## src/rtl/uart_pkg.sv

```systemverilog
// Shared definitions for the UART transmit and receive paths: FSM state encoding,
// data/counter widths and the bit-period calculation.
package uart_pkg;

  localparam int UART_DATA_BITS = 8;
  localparam int UART_CNT_W     = 16;

  typedef enum logic [2:0] {
    UART_TX_IDLE   = 3'd0,
    UART_TX_START  = 3'd1,
    UART_TX_DATA   = 3'd2,
    UART_TX_PARITY = 3'd3,
    UART_TX_STOP   = 3'd4
  } uart_tx_state_t;

  // Clocks per bit; integer division truncates toward a slightly fast bit rate.
  function automatic int unsigned uart_bps_cnt(input int unsigned clk_fre,
                                               input int unsigned uart_bps);
    return clk_fre / uart_bps;
  endfunction

endpackage

```

## src/rtl/uart_baud_cnt.sv

```systemverilog
// Bit-period counter: counts 0..BPS_CNT-1, raises tick on the last count, and
// restarts from 0 after a tick or whenever clear is high.
module uart_baud_cnt
  import uart_pkg::*;
#(
  parameter int unsigned BPS_CNT = 5208
) (
  input  logic clk,
  input  logic rst_n,
  input  logic clear,
  output logic tick
);

  localparam logic [UART_CNT_W-1:0] LAST_CNT = UART_CNT_W'(BPS_CNT - 1);

  if ((BPS_CNT < 2) || (BPS_CNT > ((1 << UART_CNT_W) - 1))) begin : g_bps_range_err
    $error("uart_baud_cnt: BPS_CNT must lie in 2..65535");
  end

  logic [UART_CNT_W-1:0] cnt_q, cnt_d;

  assign tick = (cnt_q == LAST_CNT);

  always_comb begin
    cnt_d = (clear || tick) ? '0 : cnt_q + UART_CNT_W'(1);
  end

  // NOTE: sequential state uses non-blocking (<=) so every flop samples pre-edge values.
  always_ff @(posedge clk or negedge rst_n) begin
    if (!rst_n) cnt_q <= '0;
    else        cnt_q <= cnt_d;
  end

endmodule

```

## src/rtl/uart_transmit.sv

```systemverilog
// UART transmitter, 8 data bits LSB first, one stop bit, valid/ready byte input.
// Define UART_TX_PARITY_EN to add a parity bit (polarity from PARITY_ODD).
module uart_transmit
  import uart_pkg::*;
#(
  parameter int unsigned CLK_FRE    = 50000000,
  parameter int unsigned UART_BPS   = 9600,
  parameter int unsigned PARITY_ODD = 0
) (
  input  logic                      sys_clk,
  input  logic                      sys_rst,
  input  logic                      tx_valid,
  input  logic [UART_DATA_BITS-1:0] tx_data,
  output logic                      tx_ready,
  output logic                      uart_t,
  output logic                      uart_done
);

  localparam int unsigned BPS_CNT = uart_bps_cnt(CLK_FRE, UART_BPS);
  localparam int IDX_W = $clog2(UART_DATA_BITS);
  localparam logic [IDX_W-1:0] LAST_BIT = IDX_W'(UART_DATA_BITS - 1);

  localparam logic [2:0] S_IDLE   = UART_TX_IDLE;
  localparam logic [2:0] S_START  = UART_TX_START;
  localparam logic [2:0] S_DATA   = UART_TX_DATA;
  localparam logic [2:0] S_STOP   = UART_TX_STOP;
`ifdef UART_TX_PARITY_EN
  localparam logic [2:0] S_PARITY = UART_TX_PARITY;
  localparam logic       PAR_POL  = (PARITY_ODD != 0);
`endif

  if (PARITY_ODD > 1) begin : g_parity_odd_err
    $error("uart_transmit: PARITY_ODD must be 0 or 1");
  end

  logic [2:0]                state_q, state_d;
  logic [UART_DATA_BITS-1:0] shift_q, shift_d;
  logic [IDX_W-1:0]          bit_idx_q, bit_idx_d;
  logic                      tx_ready_q, tx_ready_d;
  logic                      uart_t_q, uart_t_d;
  logic                      uart_done_q, uart_done_d;
`ifdef UART_TX_PARITY_EN
  logic                      par_q, par_d;
`endif
  logic                      bit_tick;
  logic                      cnt_clear;

  uart_baud_cnt #(
    .BPS_CNT (BPS_CNT)
  ) u_baud_cnt (
    .clk   (sys_clk),
    .rst_n (sys_rst),
    .clear (cnt_clear),
    .tick  (bit_tick)
  );

  // NOTE: every always_comb output gets a default first so no path infers a latch.
  always_comb begin
    state_d   = state_q;
    shift_d   = shift_q;
    bit_idx_d = bit_idx_q;
`ifdef UART_TX_PARITY_EN
    par_d     = par_q;
`endif
    case (state_q)
      S_IDLE: begin
        if (tx_valid && tx_ready_q) begin
          shift_d = tx_data;
          state_d = S_START;
`ifdef UART_TX_PARITY_EN
          par_d   = (^tx_data) ^ PAR_POL;
`endif
        end
      end
      S_START: if (bit_tick) state_d = S_DATA;
      S_DATA: begin
        if (bit_tick) begin
          shift_d = shift_q >> 1;
          if (bit_idx_q == LAST_BIT) begin
            bit_idx_d = '0;
`ifdef UART_TX_PARITY_EN
            state_d   = S_PARITY;
`else
            state_d   = S_STOP;
`endif
          end else begin
            bit_idx_d = bit_idx_q + IDX_W'(1);
          end
        end
      end
`ifdef UART_TX_PARITY_EN
      S_PARITY: if (bit_tick) state_d = S_STOP;
`endif
      S_STOP: if (bit_tick) state_d = S_IDLE;
      default: state_d = S_IDLE;
    endcase
  end

  // Outputs are decoded from the next state so they are registered yet already
  // show the new bit in the first cycle of each bit period.
  always_comb begin
    case (state_d)
      S_START:  uart_t_d = 1'b0;
      S_DATA:   uart_t_d = shift_d[0];
`ifdef UART_TX_PARITY_EN
      S_PARITY: uart_t_d = par_d;
`endif
      default:  uart_t_d = 1'b1;
    endcase
    tx_ready_d  = (state_d == S_IDLE);
    uart_done_d = (state_q == S_STOP) && bit_tick;
    cnt_clear   = (state_d != state_q) || (state_q == S_IDLE);
  end

  // NOTE: the shift register is reset too; it is a handful of flops and keeps
  // the state after reset fully defined.
  always_ff @(posedge sys_clk or negedge sys_rst) begin
    if (!sys_rst) begin
      state_q     <= S_IDLE;
      shift_q     <= '0;
      bit_idx_q   <= '0;
      tx_ready_q  <= 1'b1;
      uart_t_q    <= 1'b1;
      uart_done_q <= 1'b0;
`ifdef UART_TX_PARITY_EN
      par_q       <= 1'b0;
`endif
    end else begin
      state_q     <= state_d;
      shift_q     <= shift_d;
      bit_idx_q   <= bit_idx_d;
      tx_ready_q  <= tx_ready_d;
      uart_t_q    <= uart_t_d;
      uart_done_q <= uart_done_d;
`ifdef UART_TX_PARITY_EN
      par_q       <= par_d;
`endif
    end
  end

  assign tx_ready  = tx_ready_q;
  assign uart_t    = uart_t_q;
  assign uart_done = uart_done_q;

endmodule

```

## config.mk

```make
export PLATFORM = sky130hd
export DESIGN_NAME = uart_transmit
export DESIGN_NICKNAME = d
export VERILOG_FILES = /design/src/rtl/uart_pkg.sv /design/src/rtl/uart_baud_cnt.sv /design/src/rtl/uart_transmit.sv
export SDC_FILE = /design/constraint.sdc
export NUM_CORES = 1
export LEC_CHECK = 0
export BUFFER_PORTS_ARGS = -buffer_cell sky130_fd_sc_hd__buf_2
export CORE_AREA = 2 2 56 58
export DETAILED_ROUTE_END_ITERATION = 12
export DIE_AREA = 0 0 58 60
export PLACE_DENSITY_LB_ADDON = 0.12
export SYNTH_ARGS = -nofsm -noshare
export SYNTH_HDL_FRONTEND = slang
export SYNTH_SLANG_ARGS = --single-unit
```

## constraint.sdc

```tcl
create_clock -name sys_clk -period 2.25 [get_ports sys_clk]
set_input_delay 0.225 -clock sys_clk [delete_from_list [all_inputs] [get_ports sys_clk]]
set_output_delay 0.225 -clock sys_clk [all_outputs]
set_load 0.05 [all_outputs]
```

==> summary.md, run 1 <==
| Metric | Value |
|---|---|
| Status | `finished, final reports clean` |
| Place WS | `0.238 ns` |
| Worst Clk Skew | `around 0.0047 ns` |
| CP endpoint kind | `flop` |
| Final TNS setup | `0 ns` |
| Worst-path fanout max | `9` |
| # port buffers | `13` |
| Post-CTS Setup Bufs | `0` |
| R2r worst-path depth | `6` |
| Final Power | `approximately 1.4 mW` |
| Cell taking the most area after synthesis | `dfrtp_1` |
| Filler cells | `around 240` |
| Antenna cell count | `0` |
| Yosys warning count | `0` |
| Yosys reg bits | `33` |
| Clock Tree Buf Depth | `2` |
| Mapped Cells | `around 140` |
| CP top delay family | `simple AND/OR/NAND/NOR gates` |
| I/O pin cnt | `14` |
| Cells on Worst Hold Path | `3` |
| Reg area | `a little over 800 sq um` |
| Rows | `20` |
| DRT iter0 DRCs | `46` |
| Min Tclk post-route | `approximately 2.0 ns` |
| Largest net degree at the start of global routing | `34` |
| CTS sink cnt | `33` |
| Syn Area/Cell | `approximately 11 sq um` |
| R2R Setup Slk | `approximately 0.23 ns` |
| Critical Path, Cell by Cell | `ha_1 -> nor3b_2 -> nand4_4 -> nor2b_4 -> mux2_2 -> a21oi_1` |
| Critical path required time | `roughly 2.5 ns` |
| Finish-stage setup viols | `0` |
| GRT Overall Usage | `18.8%` |
| Post-synth top area share | `48.7%` |
| Clock root cell | `clkbuf_4` |
| Fraction of layout cells with a size suffix above 1 | `20.4%` |
| Insertion delay to the later sink of the worst-skew pair | `0.33 ns` |
| Cell area after synthesis | `about 0.0016 sq mm` |
| Vias after detailed routing | `about 1100` |
| Slew headroom | `52.4%` |
| Leakage dissipation | `0.886 nW` |
| VDD IR-drop max | `0.000584 V` |
| H-Tree Level Count | `2` |
| Hold_buf cts | `1` |
| RSZ-0062 raised after global routing | `false` |
| Area Growth Syn to Fin | `9.74%` |
| Multi-input gate area | `718 sq um` |
| Die area | `0.00348 sq mm` |
| Post-synth cell types | `39` |
| Vias per cell | `~5.6` |
| Crit-path max cell delay | `approximately 0.38 ns` |
| Final wirelength | `about 2700 um` |
| First-pass GRT wire length | `approximately 4800 um` |
| Worst path depth | `6` |
| WP buf/inv | `0` |
| Die height | `about 60 um` |
| Slew Viols, Final | `0` |
| Worst Hold Class | `in -> reg` |
| Remaining global-route overflow | `0` |
| Initial antenna violation count | `0` |
| Async SR Flop Fraction | `between 90% and 100%` |
| Register area share after synthesis | `52.0%` |
| Setup ws final | `~0.23 ns` |
| Synth cell count leaders | `31 x dfrtp_1, 20 x nor2_1, 11 x xor2_1` |
| Synth area leaders | `dfrtp_1 49%, xor2_1 6.0%, nor2_1 4.7%, dfstp_2 3.3%, a22o_1 3.3%` |
| Post-synth EDFFs | `0` |
| Routability cong. | `0.848` |
| DR WL/cell | `14.1 um` |
| Maxcap violations | `0` |
| CTS clock-pin slew for the worst setup and hold paths | `0.10 ns` |
| Fin nets | `between 150 and 200` |
| Top-count cell post-synth | `dfrtp_1` |
| WS Path Type | `reg -> reg` |
| Antenna viol nets, final | `0` |
| Synth Net Count | `~160` |
| Fmax | `slightly below 500 MHz` |
| Most used flip-flop cell after synthesis | `dfrtp_1` |
| Starting Density | `between 50% and 60%` |
| CTS tree | `built` |
| Residual DRC | `0` |
| Post-DP HPWL | `1950 um` |
| Nature of the critical path startpoint | `flop` |
| Critical Path AT | `roughly 2.3 ns` |
| CP max-delay cell | `dfrtp_1` |
| Vias in the first global route | `around 1100` |
| PwrDens | `slightly below 800 mW/mm^2` |
| Post_cts resized | `0` |
| Core area | `roughly 0.0029 sq mm` |
| DRT Pass-1 Iters | `4` |
| Chip width | `between 50 and 60 um` |
| CTS buffer count | `5` |
| Final Hold Viols | `0` |
| Final period util | `between 80% and 90%` |
| Worst slew pin tran | `0.713 ns` |
==> sequential cells by signal, indices dropped and copies added, names as in the netlist <==
signal,cells
state_q,3
u_baud_cnt.cnt_q,16
uart_t,1
uart_done,1
tx_ready,1
bit_idx_q,3
shift_q,8
==> final timing paths <==
check                                                   start                            end
worst min-delay path                               tx_data[7]         shift_q[7]$_DFFE_PN0P_
worst max register to register  u_baud_cnt.cnt_q[0]$_DFF_PN0_               uart_t$_DFF_PN1_
worst min register to register  u_baud_cnt.cnt_q[0]$_DFF_PN0_  u_baud_cnt.cnt_q[0]$_DFF_PN0_
min in group asynchronous                             sys_rst       bit_idx_q[1]$_DFFE_PN0P_
worst max-delay path            u_baud_cnt.cnt_q[0]$_DFF_PN0_               uart_t$_DFF_PN1_
max in group asynchronous                             sys_rst  u_baud_cnt.cnt_q[3]$_DFF_PN0_
==> worst reg2reg max path: stages, from the launching register on <==
cell,delay (ns)
dfrtp_1,0.38
ha_1,0.29
nor3b_2,0.27
nand4_4,0.21
nor2b_4,0.28
mux2_2,0.38
a21oi_1,0.15
==> logic make-up after synthesis <==
logic type,synth area share (%)
buffers and inverters,2.91
adder cells (fa/ha/maj),2.36
flip-flops,52.0
XOR/XNOR,7.15
AND/OR/NAND/NOR,21.3
AO/OA/AOI/OAI,10.8
multiplexers,3.46
==> routing by layer <==
metal | global-route usage, % | up-vias | wire (um)
met2 | 32.8 | 22 | 1420
met3 | 6.71 | 7 | 126
met5 | 0 | - | 0
met1 | 20.9 | 526 | 1130
met4 | 7.64 | 0 | 58
li1 | - | 538 | -
==> through the flow <==
stage	hold WS, ns	utilization [%]	cell area (sq um)	instances
finish	0.143	60.2	1750	195
global route	0.144	60.2	1750	195
detailed placement	0.317	58.1	1690	186
floorplan	-0.0706	-	1590	142
global placement	0.307	58.1	1690	186
CTS	0.135	60.2	1750	195
==> power by group <==
| part | switching (mW) | internal (mW) | total, mW |
|---|---|---|---|
| clock network | 0.196 | 0.119 | 0.314 |
| registers | 0.0782 | 0.702 | 0.780 |
| logic | 0.167 | 0.118 | 0.285 |
==> area by class of cell <==
cell class,instances,share of cell area (%)
Clock buffer,6,2.36
Tap cell,33,2.36
Timing Repair Buffer,16,5.15
Multi-Input combinational cell,100,41.1
Clock inverter,2,0.573
Inverter,5,1.07
Sequential cell,33,47.4
==> cell usage in the layout, fill, tap and decap left out, drive strengths merged, types with 2 or more instances in the layout <==
| cell | netlist | routed |
|---|---|---|
| o21ai | 6 | 6 |
| and4 | 2 | 2 |
| mux2 | 4 | 4 |
| a21o | 6 | 6 |
| inv | 5 | 5 |
| a22o | 6 | 6 |
| nor4b | 2 | 2 |
| a21oi | 5 | 5 |
| nand2 | 7 | 7 |
| nand4 | 6 | 6 |
| dfstp | 2 | 2 |
| xnor2 | 2 | 2 |
| buf | 3 | 15 |
| or3 | 2 | 2 |
| ha | 3 | 3 |
| and4b | 2 | 2 |
| dfrtp | 31 | 31 |
| xor2 | 11 | 11 |
| clkbuf | 1 | 6 |
| clkinv | 0 | 2 |
| nor2b | 4 | 4 |
| nor2 | 20 | 20 |
| nand3 | 3 | 3 |
(Power assumes the default switching activity.)
==> inputs of run 2 (changes only) <==
==> constraint.sdc (replaced) <==
create_clock -name sys_clk -period 1.9 [get_ports sys_clk]
set_input_delay 0.19 -clock sys_clk [delete_from_list [all_inputs] [get_ports sys_clk]]
set_output_delay 0.19 -clock sys_clk [all_outputs]
set_load 0.05 [all_outputs]
==> summary.md, run 2 (synthesized netlist as in run 1, its figures left out) <==
| Metric | Value |
|---|---|
| Vias after detailed routing | `1093 (unchanged)` |
| Min Tclk post-route | `1.76 ns (-0.255 ns)` |
| CTS buffer count | `5 (unchanged)` |
| # port buffers | `13 (unchanged)` |
| Starting Density | `54.9% (unchanged)` |
| RSZ-0062 raised after global routing | `false` |
| Antenna cell count | `0 (unchanged)` |
| Largest net degree at the start of global routing | `34 (unchanged)` |
| Post-DP HPWL | `2120 um (+8.8%)` |
| Routability cong. | `0.755 (-11%)` |
| Top reg by flops | `u_baud_cnt.cnt_q` |
| DRT iter0 DRCs | `47 (+2.2%)` |
| Most common cell after layout, fill and taps aside | `dfrtp_1` |
| GRT Overall Usage | `19.2% (+0.38 points)` |
| Core area | `0.00290 sq mm (unchanged)` |
| Slew Viols, Final | `0 (unchanged)` |
| Worst-path fanout max | `7 (-2)` |
| Worst Hold Class | `in -> reg` |
| CP max-delay cell | `dfrtp_1` |
| Finish-stage setup viols | `0 (unchanged)` |
| Vias in the first global route | `1103 (+0.46%)` |
| Residual DRC | `0 (unchanged)` |
| Hold Slack | `0.0968 ns (-0.0463 ns)` |
| Antenna viol nets, final | `0 (unchanged)` |
| Commonest non-fill, non-tap cells in the layout | `31 x dfrtp_1, 20 x nor2_1, 13 x buf_2` |
| Crit-path max cell delay | `0.44 ns (+0.06 ns)` |
| Die height | `60 um (unchanged)` |
| CTS tree | `built` |
| DRT Pass-1 Iters | `4 (unchanged)` |
| Rows | `20 (unchanged)` |
| Leakage dissipation | `0.902 nW (+1.7%)` |
| CP endpoint kind | `flop` |
| Final wirelength | `2930 um (+7.1%)` |
| Filler cells | `248 (+5.1%)` |
| Initial antenna violation count | `0 (unchanged)` |
| Worst Clk Skew | `0.0210 ns (+0.0163 ns)` |
| Fin nets | `178 (+1.7%)` |
| Critical Path AT | `2.00 ns (-0.28 ns)` |
| Post_cts resized | `0 (unchanged)` |
| Insertion delay to the later sink of the worst-skew pair | `0.35 ns (+0.02 ns)` |
| Final Hold Viols | `0 (unchanged)` |
| Fmax | `568 MHz (+14%)` |
| Fraction of layout cells with a size suffix above 1 | `21.2% (+0.84 points)` |
| Slew headroom | `52.1% (-0.36 points)` |
| Final period util | `92.7% (+3.1 points)` |
| Top flop regs | `u_baud_cnt.cnt_q x16, shift_q x8` |
| Remaining global-route overflow | `0 (unchanged)` |
| First-pass GRT wire length | `4890 um (+1.9%)` |
| Nature of the critical path startpoint | `flop` |
| Final TNS setup | `0 ns (unchanged)` |
| Max reg flops | `16 (unchanged)` |
| H-Tree Level Count | `2 (unchanged)` |
| Clock root cell | `clkbuf_4` |
| VDD IR-drop max | `0.000742 V (+27%)` |
| Critical path required time | `2.14 ns (-0.37 ns)` |
| Vias per cell | `5.52 (-1.5%)` |
| PwrDens | `956 mW/mm^2 (+21%)` |
| CTS clock-pin slew for the worst setup and hold paths | `0.11 ns (about the same)` |
| Status | `finished, final reports clean` |
| Chip width | `58 um (unchanged)` |
| Maxcap violations | `0 (unchanged)` |
| Clock Tree Buf Depth | `2 (unchanged)` |
| Worst slew pin tran | `0.719 ns (+0.00546 ns)` |
| WS Path Type | `reg -> reg` |
| I/O pin cnt | `14 (unchanged)` |
| Area Growth Syn to Fin | `11.6%` |
| CTS sink cnt | `33 (unchanged)` |
| DR WL/cell | `14.8 um (+5.5%)` |
| Critical Path, Cell by Cell | `nor4b_4 -> nand4_4 -> nor2b_4 -> buf_4 -> mux2_1` |
| Die area | `0.00348 sq mm (unchanged)` |
[run 2: cell types whose count changed in the layout (fill, tap and decap cells not counted), sizes merged]
cell and delta:
buf +3, clkbuf +2, clkinv -2
[run 2: through the flow]
stage          utilization (%)  total power [mW]  area [sq um]  cells  setup WS [ns]
3_3_place_gp              58.9              1.28          1710    189          0.173
5_1_grt                   61.3              1.80          1780    198         0.0198
4_1_cts                   61.3              1.72          1780    198          0.111
2_1_floorplan                -              1.18          1590    142          0.143
3_5_place_dp              58.9              1.30          1710    189          0.104
6_report                  61.3              1.70          1780    198          0.139
[run 2: cell type report]
class                      count  area, sq um  share of cell area, %
sequential                    33          828                   46.6
tap                           33         41.3                   2.32
clock buffer                   8         58.8                   3.31
inverter                       5         18.8                   1.06
multi-input combinational    100          718                   40.4
timing repair buffer          19          113                   6.33
[run 2: repair_timing]
action | CTS | global route
buffers inserted | 0 | 0
endpoints found under the hold margin | 31 | 0
hold buffers | 1 | 0
[run 2: layer usage]
metal	vias up	GRT usage [%]	wire (um)
met5	-	0	0
met4	0	7.97	51
met3	7	6.49	114
met2	15	32.5	1520
met1	526	22.4	1250
li1	545	-	-
[run 2: worst paths after layout]
check                                              start  slack, ns  cells past startpoint                       endpoint
max in group asynchronous                        sys_rst       1.00                      2  u_baud_cnt.cnt_q[3]$_DFF_PN0_
max reg2reg                u_baud_cnt.cnt_q[8]$_DFF_PN0_       0.14                      5       bit_idx_q[0]$_DFFE_PN0P_
max                        u_baud_cnt.cnt_q[8]$_DFF_PN0_       0.14                      5       bit_idx_q[0]$_DFFE_PN0P_
min                                           tx_data[7]        0.1                      3         shift_q[7]$_DFFE_PN0P_
min in group asynchronous                        sys_rst       0.42                      2         shift_q[2]$_DFFE_PN0P_
min reg2reg                u_baud_cnt.cnt_q[0]$_DFF_PN0_       0.49                      1  u_baud_cnt.cnt_q[0]$_DFF_PN0_
[run 2: power by group]
part           switching [mW]  total (mW)  internal, mW  leakage, nW
registers              0.0977       0.929         0.831        0.437
clock network           0.230       0.412         0.182       0.0326
logic                   0.211       0.358         0.147        0.432
[run 2: critical path, delay by kind of cell, from the launching register on]
family	cells	cell delay, ns
buffers and inverters	1	0.18
AND/OR/NAND/NOR	3	0.71
multiplexers	1	0.33
flip-flops	1	0.44
